`src/rtl/VX_tensor_pkg.sv`:
```
// Shared types and constants for the tensor-unit CSR driver and the tensor unit.
// Holds the driver state encoding and the operand buffer select codes.
package VX_tensor_pkg;

   localparam int TENSOR_NUM_WORDS = 4;

   // Buffer select codes carried on csr_wr_sel
   localparam logic TENSOR_SEL_A = 1'b0;
   localparam logic TENSOR_SEL_B = 1'b1;

   typedef enum logic [2:0] {
      IDLE       = 3'd0,
      START      = 3'd1,
      LOAD       = 3'd2,
      WAIT_LOAD  = 3'd3,
      WAIT_EXEC  = 3'd4,
      WAIT_STORE = 3'd5,
      STORE      = 3'd6
   } tensor_drv_state_t;

   // States in which the driver is blocked on the tensor unit and must be guarded
   function automatic logic tensor_drv_watched(input tensor_drv_state_t s);
      return (s == WAIT_LOAD) || (s == WAIT_EXEC) || (s == WAIT_STORE) || (s == STORE);
   endfunction

endpackage

```
`src/rtl/VX_tensor_watchdog.sv`:
```
// Cycle counter that flags expiry after TIMEOUT_CYCLES-1 enabled cycles.
// Restarts from zero on clear or whenever it is disabled.
module VX_tensor_watchdog #(
   parameter int TIMEOUT_CYCLES = 1024
) (
   input  logic clk,
   input  logic reset,
   input  logic clear,
   input  logic enable,
   output logic expired
);

   localparam int CW = (TIMEOUT_CYCLES > 1) ? $clog2(TIMEOUT_CYCLES) : 1;
   localparam logic [CW-1:0] LIMIT = CW'(TIMEOUT_CYCLES - 1);

   logic [CW-1:0] count_reg;

   always_ff @(posedge clk or posedge reset) begin
      if (reset) begin
         count_reg <= '0;
      end else if (clear || !enable) begin
         count_reg <= '0;
      end else if (count_reg != LIMIT) begin
         count_reg <= count_reg + CW'(1);
      end
   end

   assign expired = enable && (count_reg == LIMIT);

endmodule

```
`src/rtl/vx_tensor_csr_driver.sv`:
```
// CSR-side initiator for the tensor unit: stages A/B, streams operands, collects C
// and sequences load/execute/store with sticky early-event capture and a watchdog.
module vx_tensor_csr_driver
   import VX_tensor_pkg::*;
#(
   parameter int NUM_WORDS      = TENSOR_NUM_WORDS,
   parameter int DATA_WIDTH     = 32,
   parameter int TIMEOUT_CYCLES = 1024,
   localparam int IW            = $clog2(NUM_WORDS)
) (
   input  logic                  clk,
   input  logic                  reset,
   input  logic                  csr_wr_en,
   input  logic                  csr_wr_sel,
   input  logic [IW-1:0]         csr_wr_idx,
   input  logic [DATA_WIDTH-1:0] csr_wr_data,
   input  logic                  csr_start,
   input  logic [IW-1:0]         csr_rd_idx,
   output logic [DATA_WIDTH-1:0] csr_rd_data,
   output logic                  busy,
   output logic                  done,
   output logic                  timeout,
   output logic                  tensor_load_start,
   output logic [DATA_WIDTH-1:0] data_out_a,
   output logic [DATA_WIDTH-1:0] data_out_b,
   output logic                  data_out_valid,
   input  logic                  tensor_load_done,
   input  logic                  tensor_execute_done,
   input  logic                  tensor_store_start,
   input  logic                  tensor_store_done,
   input  logic [DATA_WIDTH-1:0] data_in_c,
   input  logic                  data_in_c_valid
);

   localparam logic [IW-1:0] LAST_IDX = IW'(NUM_WORDS - 1);

   tensor_drv_state_t state_reg, state_next;
   logic [IW-1:0]     idx_reg, idx_next;

   logic [DATA_WIDTH-1:0] a_mem [NUM_WORDS];
   logic [DATA_WIDTH-1:0] b_mem [NUM_WORDS];
   logic [DATA_WIDTH-1:0] c_mem [NUM_WORDS];
   logic [NUM_WORDS-1:0]  a_we, b_we, c_we_vec;

   logic busy_w, stage_we, accept_start, c_we, set_done, set_timeout;
   logic load_seen_reg, exec_seen_reg, sstart_seen_reg;
   logic wd_clear, wd_enable, wd_expired;

   logic                  busy_reg, done_reg, timeout_reg, load_start_reg, valid_reg;
   logic [DATA_WIDTH-1:0] data_out_a_reg, data_out_b_reg;

   assign busy_w       = (state_reg != IDLE);
   assign stage_we     = csr_wr_en && !busy_w;
   assign accept_start = (state_reg == IDLE) && csr_start;

   genvar gi;
   generate
      for (gi = 0; gi < NUM_WORDS; gi++) begin : g_word_we
         assign a_we[gi]     = stage_we && (csr_wr_sel == TENSOR_SEL_A) && (csr_wr_idx == IW'(gi));
         assign b_we[gi]     = stage_we && (csr_wr_sel == TENSOR_SEL_B) && (csr_wr_idx == IW'(gi));
         assign c_we_vec[gi] = c_we && (idx_reg == IW'(gi));
      end
   endgenerate

   always_ff @(posedge clk or posedge reset) begin
      if (reset) begin
         for (int i = 0; i < NUM_WORDS; i++) begin
            a_mem[i] <= '0;
            b_mem[i] <= '0;
            c_mem[i] <= '0;
         end
      end else begin
         for (int i = 0; i < NUM_WORDS; i++) begin
            if (a_we[i])     a_mem[i] <= csr_wr_data;
            if (b_we[i])     b_mem[i] <= csr_wr_data;
            if (c_we_vec[i]) c_mem[i] <= data_in_c;
         end
      end
   end

   assign csr_rd_data = c_mem[csr_rd_idx];

   VX_tensor_watchdog #(
      .TIMEOUT_CYCLES (TIMEOUT_CYCLES)
   ) u_watchdog (
      .clk     (clk),
      .reset   (reset),
      .clear   (wd_clear),
      .enable  (wd_enable),
      .expired (wd_expired)
   );

   assign wd_enable = tensor_drv_watched(state_reg);
   assign wd_clear  = (state_next != state_reg);

   always_comb begin
      state_next  = state_reg;
      idx_next    = idx_reg;
      c_we        = 1'b0;
      set_done    = 1'b0;
      set_timeout = 1'b0;
      case (state_reg)
         IDLE: begin
            if (csr_start) begin
               state_next = START;
               idx_next   = '0;
            end
         end
         START: state_next = LOAD;
         LOAD: begin
            if (idx_reg == LAST_IDX) begin
               idx_next   = '0;
               state_next = WAIT_LOAD;
            end else begin
               idx_next = idx_reg + IW'(1);
            end
         end
         WAIT_LOAD: begin
            if (tensor_load_done || load_seen_reg) begin
               state_next = WAIT_EXEC;
            end else if (wd_expired) begin
               state_next  = IDLE;
               set_timeout = 1'b1;
            end
         end
         WAIT_EXEC: begin
            if (tensor_execute_done || exec_seen_reg) begin
               state_next = WAIT_STORE;
            end else if (wd_expired) begin
               state_next  = IDLE;
               set_timeout = 1'b1;
            end
         end
         WAIT_STORE: begin
            if (tensor_store_start || sstart_seen_reg) begin
               state_next = STORE;
               idx_next   = '0;
            end else if (wd_expired) begin
               state_next  = IDLE;
               set_timeout = 1'b1;
            end
         end
         STORE: begin
            // A beat coincident with store_done is still written before completing
            if (data_in_c_valid) begin
               c_we = 1'b1;
               if (idx_reg != LAST_IDX) idx_next = idx_reg + IW'(1);
            end
            if (tensor_store_done) begin
               state_next = IDLE;
               set_done   = 1'b1;
            end else if (wd_expired) begin
               state_next  = IDLE;
               set_timeout = 1'b1;
            end
         end
         default: state_next = IDLE;
      endcase
   end

   // Outputs are registered from the next-state values so they line up with the state
   always_ff @(posedge clk or posedge reset) begin
      if (reset) begin
         state_reg       <= IDLE;
         idx_reg         <= '0;
         load_seen_reg   <= 1'b0;
         exec_seen_reg   <= 1'b0;
         sstart_seen_reg <= 1'b0;
         busy_reg        <= 1'b0;
         done_reg        <= 1'b0;
         timeout_reg     <= 1'b0;
         load_start_reg  <= 1'b0;
         valid_reg       <= 1'b0;
         data_out_a_reg  <= '0;
         data_out_b_reg  <= '0;
      end else begin
         state_reg      <= state_next;
         idx_reg        <= idx_next;
         busy_reg       <= (state_next != IDLE);
         load_start_reg <= (state_next == START);
         valid_reg      <= (state_next == LOAD);
         data_out_a_reg <= (state_next == LOAD) ? a_mem[idx_next] : '0;
         data_out_b_reg <= (state_next == LOAD) ? b_mem[idx_next] : '0;
         if (accept_start) begin
            done_reg        <= 1'b0;
            timeout_reg     <= 1'b0;
            load_seen_reg   <= 1'b0;
            exec_seen_reg   <= 1'b0;
            sstart_seen_reg <= 1'b0;
         end else begin
            if (set_done)    done_reg    <= 1'b1;
            if (set_timeout) timeout_reg <= 1'b1;
            if (busy_w && tensor_load_done)    load_seen_reg   <= 1'b1;
            if (busy_w && tensor_execute_done) exec_seen_reg   <= 1'b1;
            if (busy_w && tensor_store_start)  sstart_seen_reg <= 1'b1;
         end
      end
   end

   assign busy              = busy_reg;
   assign done              = done_reg;
   assign timeout           = timeout_reg;
   assign tensor_load_start = load_start_reg;
   assign data_out_valid    = valid_reg;
   assign data_out_a        = data_out_a_reg;
   assign data_out_b        = data_out_b_reg;

endmodule

```
`config.mk`:
```
export PLATFORM = sky130hd
export DESIGN_NAME = vx_tensor_csr_driver
export DESIGN_NICKNAME = d
export VERILOG_FILES = /design/src/rtl/VX_tensor_pkg.sv /design/src/rtl/VX_tensor_watchdog.sv /design/src/rtl/vx_tensor_csr_driver.sv
export SDC_FILE = /design/constraint.sdc
export NUM_CORES = 1
export LEC_CHECK = 0
export ABC_AREA = 1
export BUFFER_PORTS_ARGS = -buffer_cell sky130_fd_sc_hd__buf_2
export CAP_MARGIN = 20
export CORE_ASPECT_RATIO = 0.7
export CORE_MARGIN = 8
export CORE_UTILIZATION = 55
export CTS_BUF_LIST = sky130_fd_sc_hd__clkbuf_4 sky130_fd_sc_hd__clkbuf_8
export CTS_CLUSTER_SIZE = 30
export DETAILED_ROUTE_END_ITERATION = 8
export PLACE_DENSITY = 0.71
export SLEW_MARGIN = 20
export SYNTH_ARGS = -nofsm -noshare
export SYNTH_HDL_FRONTEND = slang
export SYNTH_HIERARCHICAL = 1
export SYNTH_SLANG_ARGS = --single-unit
```
`constraint.sdc`:
```
create_clock -name clk -period 20.6 [get_ports clk]
set_input_delay 1.03 -clock clk [delete_from_list [all_inputs] [get_ports clk]]
set_output_delay 1.03 -clock clk [all_outputs]
set_load 0.01 [all_outputs]
```
==> out/summary.txt, run 1 <==
Setup violations, final: 0
PostCTS Resize Cnt: 0
Worst Setup Path Type: input port to output pin
Pwr Density: 152 nW/um^2
cts bufs inserted: 72
Min-Delay Path Class: input port to async pin
remaining global-route overflow: 0
via count: 16.8k
Avg Vias per Cell: 5.39
Post-Synthesis Cells: 2463
Setup crit start kind: input port
crit path time final: 3.80 ns
DRC: 0
post-route setup TNS: 0 ns
Critical Path AT: 2.77 ns
Cell variety after synth: 37
effective utilization at floorplan: 0.559
share of cells above drive strength 1: 0.139
Synth Register Bits: 471
row cnt: 59
Final period util: 0.184
Post-Synthesis Net Count: 2548
synth warn: 6
Design Power: 0.00357 W
DP Worst Slack: 16.30 ns
CP Cell Sequence: buf_2 > buf_4 > clkinv_1 > buf_4 > o21ai_0 > o22ai_1 > buf_2
clk_skew: 0.0260 ns
reg2reg start: idx_reg[1]
ys flop type: dfrtp_1
Worst-Skew Late Latency: 0.61 ns
RSZ-0062 raised after global routing: false
Layout Nets: 2669
Final Hold Fails: 0
commonest non-fill, non-tap cell in the layout: nand2_1
Layout area overhead: 12.7%
Die ar.: 44400 sq um
first drt pass iteration count: 5
Fmax: 0.263 GHz
max incr delay on CP: 0.54 ns
number of port buffers: 178
Routed Antenna Nets: 0
clock slew at reported path FFs: 0.06 ns
GRT Overall Usage: 0.235
Post-synth EDFFs: 0
CTS root buf: clkbuf_8
CTS tree: yes
Post-DP HPWL: 29.4 mm
critical path data required time: 19.57 ns
Post-DP Area: 21900 sq um
post-route cell area: 23400 sq um
chip height: 179 um
largest net degree at the start of global routing: 174
terminus of the critical flop-to-flop path: data_out_a[20]
Peak VDD IR: 0.0000972 V
FFs w/ async S/R, synth: 1.00
Rel. slew slack: 0.378
Synth Area per Inst: 8.45 sq um
Worst Tran Pin Value: 0.933 ns
most frequent cells in the layout: 558 x nand2_1, 471 x dfrtp_1, 454 x o21ai_0, 289 x inv_1, 208 x nand3_1
Top delay family on crit path: buffers and inverters
initial antenna violation count: 3
Slew Limit Fails: 0
filler cell count: 3237
Max Cap Viol: 0
Bufs on Longest Clock Path: 3
Max FO, Critical Path: 65
Top Registers: a_mem: 128 flops, b_mem: 128 flops, c_mem: 128 flops
Leak: 12.1 nW
worst setup margin: 16.80 ns
hold buffers post-CTS: 0
R2R Setup Slk: 16.96 ns
vias in the first global route: 16.5k
CP Capture Type: output pin
slowest CP cell: buf_4
I/O Pins: 179
Bufs and invs on worst path: 5
Seq/Total Area, Yosys: 0.566
first-pass GRT wire length: 85.9 mm
Clock H-tree levels: 3
RD Place Congestion: 0.792
Die Wd: 248 um
core area: 37200 sq um
status: completed
mapped cell area: 20800 sq um
WL final: 52.1 mm
DRC violation total after the first TritonRoute iteration: 1528
Post-CTS Repair Setup Buffers: 0
WL per Instance: 16.7 um
CTS sink cnt: 471
reg2reg path depth: 12
[power by group]
| group | internal [W] | switching, W | leakage (nW) | total (W) |
|---|---|---|---|---|
| Clock | 0.000443 | 0.000355 | 0.794 | 0.000798 |
| Sequential | 0.00126 | 0.000170 | 6.16 | 0.00143 |
| Combinational | 0.000464 | 0.000876 | 5.15 | 0.00134 |
[layout make-up]
class                   instances  area, sq um  area share
flip-flops and latches        471        11800       0.503
multi-input cells            1539         7320       0.312
clock buffers                 114         1410      0.0600
inverters                     298         1130      0.0483
repair buffers                202         1110      0.0476
well taps                     488          611      0.0261
clock inverters                 8         65.1     0.00278
diodes                          2         5.00    0.000214
[worst register-to-register path, cell delays in order (launching register included)]
cell,delay (ns)
dfrtp_1,0.47
inv_1,0.17
ha_1,0.17
nand2_1,0.05
o21ai_0,0.06
nor2_1,0.06
nor2_1,0.17
nand3_4,0.64
nand2_4,0.61
buf_6,0.70
nand2_1,0.17
nand3_1,0.10
a21oi_1,0.09
[logic make-up after synthesis]
family,count (synthesis),synth area share
AND/OR/NAND/NOR,960,0.203
buffers and inverters,453,0.0852
flip-flops,471,0.566
adder cells (fa/ha/maj),7,0.00421
AO/OA/AOI/OAI,571,0.140
XOR/XNOR,1,0.000421
[cell usage after synthesis, types with 2 or more instances]
cell | count | share of area
nand2_1 | 568 | 0.10
dfrtp_1 | 471 | 0.57
o21ai_0 | 454 | 0.11
inv_1 | 290 | 0.052
nand3_1 | 211 | 0.051
clkbuf_1 | 100 | 0.018
nor2_1 | 92 | 0.017
a21oi_1 | 74 | 0.018
nand3b_1 | 65 | 0.023
buf_2 | 47 | 0.011
o22ai_1 | 32 | 0.0096
ha_1 | 7 | 0.0042
buf_1 | 6 | 0.0011
inv_2 | 6 | 0.0011
nor2_2 | 5 | 0.0015
a22oi_1 | 3 | 0.0011
nand2_2 | 3 | 0.00090
nand2_4 | 3 | 0.0016
nand3_2 | 3 | 0.0014
buf_4 | 2 | 0.00072
nand4_1 | 2 | 0.00060
nor2_4 | 2 | 0.0011
o21ai_1 | 2 | 0.00048
o21bai_1 | 2 | 0.00072
[worst max path at each step]
stage	slack, ns	start	to	cells past startpoint
after CTS	16.57	csr_rd_idx[1]	csr_rd_data[0]	5
final	16.80	csr_rd_idx[0]	csr_rd_data[8]	7
after detailed placement	16.30	data_in_c_valid	data_out_b[28]	10
after global routing	16.64	idx_reg[1]	data_out_a[28]	12
after floorplan	6.72	reset	a_mem[0]	1
after global placement	16.38	data_in_c_valid	data_out_b[19]	10
[metrics by stage]
| step | instances | hold WS (ns) | util |
|---|---|---|---|
| floorplan | 2463 | 0.444 | - |
| global placement | 2997 | 0.457 | 0.589 |
| detailed placement | 2997 | 0.464 | 0.589 |
| CTS | 3119 | 0.427 | 0.629 |
| global route | 3122 | 0.466 | 0.630 |
| finish | 3122 | 0.471 | 0.630 |
[metal layers]
metal | part of all wire | GRT usage | vias up
li1 | - | - | 8179
met1 | 0.45 | 0.322 | 8087
met2 | 0.46 | 0.378 | 480
met3 | 0.060 | 0.0419 | 85
met4 | 0.025 | 0.0820 | 2
met5 | 0.00017 | 0 | -
(Power assumes the default switching activity.)
==> inputs of run 2 (changes only) <==
--- a/config.mk
+++ b/config.mk
@@ -5,7 +5,7 @@
 export SDC_FILE = /design/constraint.sdc
 export NUM_CORES = 1
 export LEC_CHECK = 0
-export ABC_AREA = 1
+export ABC_AREA = 0
 export BUFFER_PORTS_ARGS = -buffer_cell sky130_fd_sc_hd__buf_2
 export CAP_MARGIN = 20
 export CORE_ASPECT_RATIO = 0.7
@@ -14,7 +14,7 @@
 export CTS_BUF_LIST = sky130_fd_sc_hd__clkbuf_4 sky130_fd_sc_hd__clkbuf_8
 export CTS_CLUSTER_SIZE = 30
 export DETAILED_ROUTE_END_ITERATION = 8
-export PLACE_DENSITY = 0.71
+export PLACE_DENSITY = 0.72
 export SLEW_MARGIN = 20
 export SYNTH_ARGS = -nofsm -noshare
 export SYNTH_HDL_FRONTEND = slang
==> constraint.sdc (replaced) <==
create_clock -name clk -period 3.8 [get_ports clk]
set_input_delay 0.19 -clock clk [delete_from_list [all_inputs] [get_ports clk]]
set_output_delay 0.19 -clock clk [all_outputs]
set_load 0.01 [all_outputs]
==> run 2 against run 1 <==
Setup slack lost 16 ns; flip-flop and latch count is the same; final cell count shrank 32%; core utilization grew 3.1 points; highest routed layer is now met4; combinational power grew to 4.9 times the previous value; final area grew 0.88%; non-clock buffer count grew 83; global-route usage shrank 2.9 points.
==> out/summary.txt, run 2 <==
crit path launch: u_watchdog/count_reg[0]
mapped cell area: 19900 sq um
synth warn: 6
CTS sink cnt: 471
largest net degree at the start of global routing: 137
effective utilization at floorplan: 0.555
core area: 35800 sq um
Routed Antenna Nets: 0
initial antenna violation count: 0
Avg Vias per Cell: 5.67
worst setup margin: 0.324 ns
clk_skew: 0.0355 ns
row cnt: 58
Post-DP Area: 21400 sq um
RSZ-0062 raised after global routing: false
Rel. slew slack: 0.286
critical path data required time: 4.31 ns
share of Yosys cell area claimed by the top area cell type: 0.593
ranking of synthesized cells by area: dfrtp_1 59%, mux2_2 19%, mux2i_1 6.6%
Post-Synthesis Net Count: 1390
max incr delay on CP: 0.44 ns
chip height: 175 um
status: completed
Layout area overhead: 19.0%
post-route setup TNS: 0 ns
GRT Overall Usage: 0.205
vias in the first global route: 12.6k
slowest CP cell: dfrtp_1
CP Capture Type: register
Final Hold Fails: 0
Max FO, Critical Path: 7
commonest non-fill, non-tap cell in the layout: dfrtp_1
share of cells above drive strength 1: 0.442
Min-Delay Path Class: input port to async pin
Clock H-tree levels: 3
Max Cap Viol: 0
Peak VDD IR: 0.000447 V
Setup crit start kind: register
Post-synth EDFFs: 0
most frequent cells after synthesis: 471 x dfrtp_1, 331 x mux2_2, 131 x mux2i_1, 68 x o22ai_1, 53 x mux2_1
Setup violations, final: 0
cts bufs inserted: 73
final core occ: 0.661
Pwr Density: 807 nW/um^2
CTS tree: yes
DRC violation total after the first TritonRoute iteration: 914
CP Cell Sequence: ha_1 > and4_2 > nand3_1 > nor2_1 > a2111oi_2 > nor4b_4 > buf_4 > a221oi_1 > nand2_1 > nand2b_1 > a311o_1 > o21ai_0
Slew Limit Fails: 0
Design Power: 0.0191 W
Synth Register Bits: 471
Critical Path AT: 3.99 ns
Bufs and invs on worst path: 1
Top delay family on crit path: simple AND/OR/NAND/NOR gates
number of port buffers: 178
first-pass GRT wire length: 70.5 mm
Die Wd: 243 um
ys flop type: dfrtp_1
Worst Tran Pin Value: 1.07 ns
clock slew at reported path FFs: 0.06 ns
Die ar.: 42600 sq um
Layout Nets: 1671
FFs w/ async S/R, synth: 1.00
filler cell count: 2533
WL final: 44.3 mm
Worst Setup Path Type: register to register
Final period util: 0.915
I/O Pins: 179
Post-Synthesis Cells: 1305
DRC: 0
count leader, synth: dfrtp_1
Worst-Skew Late Latency: 0.63 ns
CTS root buf: clkbuf_8
Leak: 11.4 nW
Post-DP HPWL: 27.0 mm
Synth Area per Inst: 15.2 sq um
Top Registers: a_mem: 128 flops, b_mem: 128 flops, c_mem: 128 flops
Seq/Total Area, Yosys: 0.593
RD Place Congestion: 0.863
WL per Instance: 20.9 um
post-route cell area: 23600 sq um
first drt pass iteration count: 5
largest area contributor in the netlist: dfrtp_1
remaining global-route overflow: 0
PostCTS Resize Cnt: 0
Bufs on Longest Clock Path: 3
n_diodes: 0
crit path time final: 3.48 ns
most frequent cells in the layout: 471 x dfrtp_1, 331 x mux2_2, 178 x buf_2, 131 x mux2i_1, 85 x clkbuf_8
DP Worst Slack: 0.207 ns
reg2reg start: u_watchdog/count_reg[0]
Fmax: 0.288 GHz
Cell variety after synth: 58
via count: 12.0k
## run 2: cell types whose count changed after synthesis, moves of 36 or more
cell / change
mux2_1: +53
inv_1: -276
clkbuf_1: -86
o22ai_1: +36
o21ai_0: -450
a21oi_1: -68
nand3b_1: -62
mux2_2: +331
nand2_1: -549
nand3_1: -205
mux2i_1: +131
nor2_1: -82
## run 2: path summary, 6_finish.rpt
kind                                                 to  cells past startpoint  slack, ns
worst max-delay path            u_watchdog/count_reg[0]                     12       0.32
worst min-delay path            u_watchdog/count_reg[5]                      3       0.16
worst max register to register  u_watchdog/count_reg[0]                     12       0.32
worst min register to register                 a_mem[5]                      1       0.48
max in group asynchronous                     c_mem[31]                      4       2.25
min in group clk                         data_out_valid                      4       0.21
## run 2: stage by stage
stage | hold slack [ns] | instances
6_report | 0.159 | 2118
5_1_grt | 0.147 | 2118
4_1_cts | 0.115 | 2116
3_5_place_dp | 0.219 | 1918
3_3_place_gp | 0.214 | 1918
2_1_floorplan | 0.0302 | 1305
## run 2: cells by family after synthesis
| family | share of synthesized area |
|---|---|
| xor gates and xnor gates | 0.000441 |
| muxes | 0.320 |
| DFF | 0.593 |
| and+or+nand+nor | 0.0242 |
| adders and majority gates | 0.00441 |
| buffers and inverters | 0.0225 |
| AOI/OAI and AO/OA | 0.0356 |
## run 2: repair_timing
| item | CTS | global route |
|---|---|---|
| setup endpoints to repair | 0 | 38 |
| buffers inserted | 0 | 1 |
| hold buffers | 71 | 0 |
| hold endpoints to repair | 431 | 0 |
## run 2: cell type report
type                            instances  area (sq um)  share of cell area
Clock inverter                         17           108             0.00455
Timing Repair Buffer                  285          2020              0.0855
Tap cell                              480           601              0.0254
Clock buffer                          110          1360              0.0574
Sequential cell                       471         11800               0.498
Multi-Input combinational cell        739          7710               0.326
Inverter                               16          63.8             0.00270
## run 2: power by group
group / internal [W] / total, W / switching (W)
sequential: 0.00718 / 0.00822 / 0.00105
clock: 0.00229 / 0.00424 / 0.00195
combinational: 0.00350 / 0.00662 / 0.00312
## run 2: per-layer routing
metal	share of wire	GRT usage	routed length [um]	vias to the layer above
met5	0	0	0	-
met4	0.020	0.0658	902	0
met3	0.036	0.0424	1610	63
met2	0.47	0.319	20900	218
met1	0.47	0.289	20800	6343
li1	-	-	-	5395
## run 2: worst reg2reg max path, cell delays in order, from the launching register on
cell       delay [ns]
dfrtp_1          0.44
ha_1             0.31
and4_2           0.30
nand3_1          0.24
nor2_1           0.19
a2111oi_2        0.44
nor4b_4          0.07
buf_4            0.20
a221oi_1         0.32
nand2_1          0.13
nand2b_1         0.30
a311o_1          0.37
o21ai_0          0.08
